--- config.mk ---
export PLATFORM = sky130hd
export DESIGN_NAME = mario_sprite_fetch
export DESIGN_NICKNAME = d
export VERILOG_FILES = /design/src/rtl/mario_sprite_fetch.sv
export SDC_FILE = /design/constraint.sdc
export NUM_CORES = 1
export LEC_CHECK = 0
export CAP_MARGIN = 40
export CORE_MARGIN = 2
export CORE_UTILIZATION = 48
export CTS_CLUSTER_DIAMETER = 30
export CTS_CLUSTER_SIZE = 28
export DETAILED_ROUTE_END_ITERATION = 10
export PLACE_DENSITY = 0.81
export SLEW_MARGIN = 10
export SYNTH_ARGS = -nofsm -noshare
export SYNTH_HDL_FRONTEND = slang
export SYNTH_SLANG_ARGS = --single-unit
--- constraint.sdc ---
create_clock -name Clk -period 1.6 [get_ports Clk]
set_clock_uncertainty 0.05 [all_clocks]
set_input_delay 0.32 -clock Clk [delete_from_list [all_inputs] [get_ports Clk]]
set_output_delay 0.32 -clock Clk [all_outputs]
set_load 0.01 [all_outputs]
--- src/rtl/mario_sprite_fetch.sv ---
// Per-pixel Mario sprite fetch: ROM address generation with horizontal mirroring,
// walk-animation frame select, and registered colour/opacity for the colour mapper.
module mario_sprite_fetch #(
    parameter int SPR_W    = 20,
    parameter int SPR_H    = 22,
    parameter int ANIM_DIV = 6
) (
    input  logic        Clk,
    input  logic        Reset_n,
    input  logic        frame_tick,
    input  logic        pix_valid,
    input  logic [9:0]  DrawX,
    input  logic [9:0]  DrawY,
    input  logic [9:0]  MarioX,
    input  logic [9:0]  MarioY,
    input  logic        moving,
    input  logic        airborne,
    input  logic        facing_left,
    output logic [8:0]  read_address,
    output logic [2:0]  sprite_sel,
    input  logic [11:0] color_in,
    output logic [11:0] sprite_color,
    output logic        sprite_opaque
);

    localparam int CNT_W = $clog2(ANIM_DIV) + 1;

    localparam logic [2:0] ST_STAND = 3'd0;
    localparam logic [2:0] ST_WALK1 = 3'd1;
    localparam logic [2:0] ST_WALK2 = 3'd2;
    localparam logic [2:0] ST_WALK3 = 3'd3;
    localparam logic [2:0] ST_JUMP  = 3'd4;

    localparam logic [CNT_W-1:0] CNT_LAST        = CNT_W'(ANIM_DIV - 1);
    localparam logic [11:0]      TRANSPARENT_KEY = 12'h808;

    logic [2:0]       state_reg, state_next;
    logic [CNT_W-1:0] anim_cnt_reg, anim_cnt_next;

    // Animation only advances on frame ticks; motion flags in between are ignored.
    always_comb begin
        state_next    = state_reg;
        anim_cnt_next = anim_cnt_reg;
        if (frame_tick) begin
            if (airborne) begin
                state_next    = ST_JUMP;
                anim_cnt_next = '0;
            end else if (!moving) begin
                state_next    = ST_STAND;
                anim_cnt_next = '0;
            end else if (state_reg == ST_STAND || state_reg == ST_JUMP) begin
                state_next    = ST_WALK1;
                anim_cnt_next = '0;
            end else if (anim_cnt_reg == CNT_LAST) begin
                anim_cnt_next = '0;
                case (state_reg)
                    ST_WALK1: state_next = ST_WALK2;
                    ST_WALK2: state_next = ST_WALK3;
                    default:  state_next = ST_WALK1;
                endcase
            end else begin
                anim_cnt_next = anim_cnt_reg + 1'b1;
            end
        end
    end

    always_ff @(posedge Clk or negedge Reset_n) begin
        if (!Reset_n) begin
            state_reg    <= ST_STAND;
            anim_cnt_reg <= '0;
        end else begin
            state_reg    <= state_next;
            anim_cnt_reg <= anim_cnt_next;
        end
    end

    assign sprite_sel = state_reg;

    // Offsets are 11-bit two's complement so a pixel left of/above Mario goes negative.
    logic [10:0] dx, dy;
    logic        in_box;
    logic [8:0]  col, addr_calc;

    assign dx        = {1'b0, DrawX} - {1'b0, MarioX};
    assign dy        = {1'b0, DrawY} - {1'b0, MarioY};
    assign in_box    = pix_valid && !dx[10] && (dx < 11'(SPR_W))
                                 && !dy[10] && (dy < 11'(SPR_H));
    assign col       = facing_left ? (9'(SPR_W - 1) - dx[8:0]) : dx[8:0];
    assign addr_calc = dy[8:0] * 9'(SPR_W) + col;

    logic hit1_reg;

    always_ff @(posedge Clk or negedge Reset_n) begin
        if (!Reset_n) begin
            read_address <= '0;
            hit1_reg     <= 1'b0;
        end else begin
            read_address <= in_box ? addr_calc : 9'd0;
            hit1_reg     <= in_box;
        end
    end

    always_ff @(posedge Clk or negedge Reset_n) begin
        if (!Reset_n) begin
            sprite_color  <= 12'h000;
            sprite_opaque <= 1'b0;
        end else begin
            sprite_color  <= hit1_reg ? color_in : 12'h000;
            sprite_opaque <= hit1_reg && (color_in != TRANSPARENT_KEY);
        end
    end

endmodule

==> flow_summary.yaml <==
yosys:
  synth_top_family_by_area: "compound AO/OA/AOI/OAI gates"
  yosysWarnings: 0
  synth-edff-count: 0
  synth-compound-area-share: 0.204
  ys_seq_area_frac: 0.265
  synth_flop_cell: "dfrtp_1"
  avgSynthCellArea_um2: 9.09
  synth_xor_area_frac: 0.0781
  synth_nets: 411
  synth-async-reset-ratio: 1.00
  yosys.area_share.simple: 0.195
  synthAdderAreaFrac: 0.187
  synthCells: 312
  yosysUniqueCellTypes: 63
  synth_mux_area_frac: 0.00706
  ys_ff_latch: 30
  syn_area_mm2: 0.00284
grt:
  grt.total_usage: 0.277
  grt_pass1_vias: 3107
  antenna_found_initial: 0
  grt_remaining_overflow: 0
  grt_start_max_net_pins: 31
  grt_pass1_wl_mm: 14.0
run_status:
  violations: "negative setup slack"
  status: "finished with violations"
route:
  drtIter0Drc: 89
  routed_wl_mm: 9.23
  dr.pass1.iters: 4
  final_antenna_net_count: 0
  vias: 3055
  wire_per_inst_um: 16.5
  via_per_inst: 5.47
  drc: 0
worst_setup_path:
  rrSetupSlack_ps: 60
  worstPathMaxFanout: 3
  slowest_delay_ps: 570
  crit_required_ps: 1730
  cp.arrival_ps: 3680
  worstSetupEndpointType: "register"
  reg2reg_depth: 7
  crit_path_top_delay_cell: "fa_1"
  cp-endpoint: "read_address[8]"
  reg2reg_to: "anim_cnt_reg[2]"
  start_kind: "primary input"
  critPathKind: "primary input to register"
  startpoint: "DrawY[2]"
  r2r_start: "anim_cnt_reg[0]"
  crit_chain: "dlygate4sd2_1 -> ha_4 -> buf_6 -> and3_4 -> nor2_4 -> xnor2_2 -> ha_1 -> inv_2 -> fa_1 -> inv_2 -> ha_4 -> o21ai_2 -> o21bai_1 -> a21oi_1 -> xnor3_1 -> xor3_1 -> xnor2_1 -> and2_1"
clock_tree:
  cts_sinks: 30
  hold_buffers: 0
  clockRootBuffer: "clkbuf_8"
  insertion_delay_ps: 290
  cts_tree: "done"
  cts_buffer_depth: 2
  clkSlewWorstSetupHoldPaths_ps: 70
  htreeDepth: 2
  cts_made_buffers: 5
power:
  report.power.total_mw: 4.41
  intPower_mw: 2.74
  peakVddDrop_uv: 722
  p_seq_frac: 0.176
  p_sw_frac: 0.379
  p_clk_frac: 0.149
  combinationalPowerShare: 0.676
  pwr_density_cell_mw_per_mm2: 890
  power.switching_mw: 1.67
  p_leak_nw: 2.37
min_path:
  hold_path.class: "primary input to asynchronous set/reset pin"
place:
  place_area_mm2: 0.00454
  port_buffers: 83
  pre_cts_ws_ps: -2800
  dp_hpwl_mm: 6.31
  gp_congestion: 0.841
finish:
  stdcell_area_mm2: 0.00495
  largest_register_ffs: 12
  drive_gt1_frac: 0.382
  fin_util: 0.883
  final_common_cell: "buf_4"
  final_cell_mix: "buf_4, clkdlybuf4s50_1, dfrtp_1, inv_1, ha_1"
  area_growth_pct: 74.7
  antenna_cells: 0
  nets: 585
sta:
  fmax_mhz: 282
  final.period_utilization: 2.22
  hold_viol_final: 0
  rsz0062_at_grt: "true"
  tns_ps: -13740
  finalSetupViolations: 10
  setup_slack_ps: -1950
  finalMaxSlewViolations: 0
  fin_crit_ps: 3550
  max_slew.worst_pin.slew_ps: 375
  timing.slew.headroom: 0.750
die:
  die_area_mm2: 0.00654
  coreArea_mm2: 0.00561
  ios: 84
  rows: 27
  fp.dieW_um: 80.9
  die_h_um: 80.9
  start_util: 0.506
run:
  cap_violations: 0
==> cells by family (layout without fill, tap and decap cells) <==
family | after synthesis | count (layout)
AOI/OAI and AO/OA | 79 | 79
xor gates and xnor gates | 22 | 22
adders and majority gates | 40 | 40
buffers and inverters | 45 | 220
DFF | 30 | 30
muxes | 2 | 2
and+or+nand+nor | 94 | 94
==> per-stage QoR <==
| stage | hold slack, ps | instances |
|---|---|---|
| after floorplan | -25.6 | 312 |
| after global placement | 428 | 539 |
| after detailed placement | 426 | 539 |
| after CTS | 376 | 556 |
| after global routing | 419 | 559 |
| final | 367 | 559 |
==> power by group through the flow <==
stage	registers, mW	logic [mW]	clock network, mW
finish	0.774	2.98	0.655
global route	0.774	3.18	0.701
CTS	0.774	2.75	0.668
detailed placement	0.790	2.49	0
global placement	0.789	2.35	0
floorplan	0.791	1.55	0
==> critical path: cells and delay by family <==
kind                     cells  cell delay (ps)
AND/OR/NAND/NOR              3              400
adder cells (fa/ha/maj)      4             1440
XOR/XNOR                     4              740
buffers and inverters        4              460
AO/OA/AOI/OAI                3              310
==> Yosys cell counts, drive strengths merged, types with 5 or more instances <==
cell,count,area [µm²]
ha,36,450
nor3,7,35.0
nor2,11,41.3
a21o,9,67.6
nand2b,7,43.8
nor2b,5,33.8
nand2,16,60.1
o21a,5,37.5
inv,37,139
buf,6,35.0
dfrtp,30,751
a21oi,13,68.8
o21ai,15,75.1
nor3b,6,50.1
xor2,7,61.3
xnor2,13,114
and2,21,131
==> area by class of cell <==
class                      instances  area, µm²
clock buffer                       6       82.6
clock inverter                     2       12.5
multi-input combinational        237       2330
timing repair buffer             175       1510
tap                               72       90.1
inverter                          37        169
fill                             281        654
sequential                        30        751
==> how the worst min path moves through the flow <==
stage                                from               end  cells after the start
after floorplan                   Reset_n   anim_cnt_reg[0]                      0
after global placement    anim_cnt_reg[3]   anim_cnt_reg[3]                      1
after detailed placement  anim_cnt_reg[3]   anim_cnt_reg[3]                      1
after CTS                         Reset_n     sprite_opaque                      2
after global routing              Reset_n   anim_cnt_reg[0]                      2
final                             Reset_n  sprite_color[11]                      2
==> what timing repair did <==
| action | CTS | global route |
|---|---|---|
| pin swaps | 32 | 18 |
| setup endpoints to repair | 13 | 14 |
| buffers inserted | 10 | 6 |
| cloned | 0 | 0 |
| resized for setup | 80 | 21 |
==> per-layer routing <==
layer,track usage,vias to the layer above,part of all wire
li1,-,1445,-
met1,0.284,1469,0.38
met2,0.540,106,0.54
met3,0.0444,35,0.039
met4,0.129,0,0.040
met5,0,-,0
Note: power is estimated with default switching activity, not from simulation.
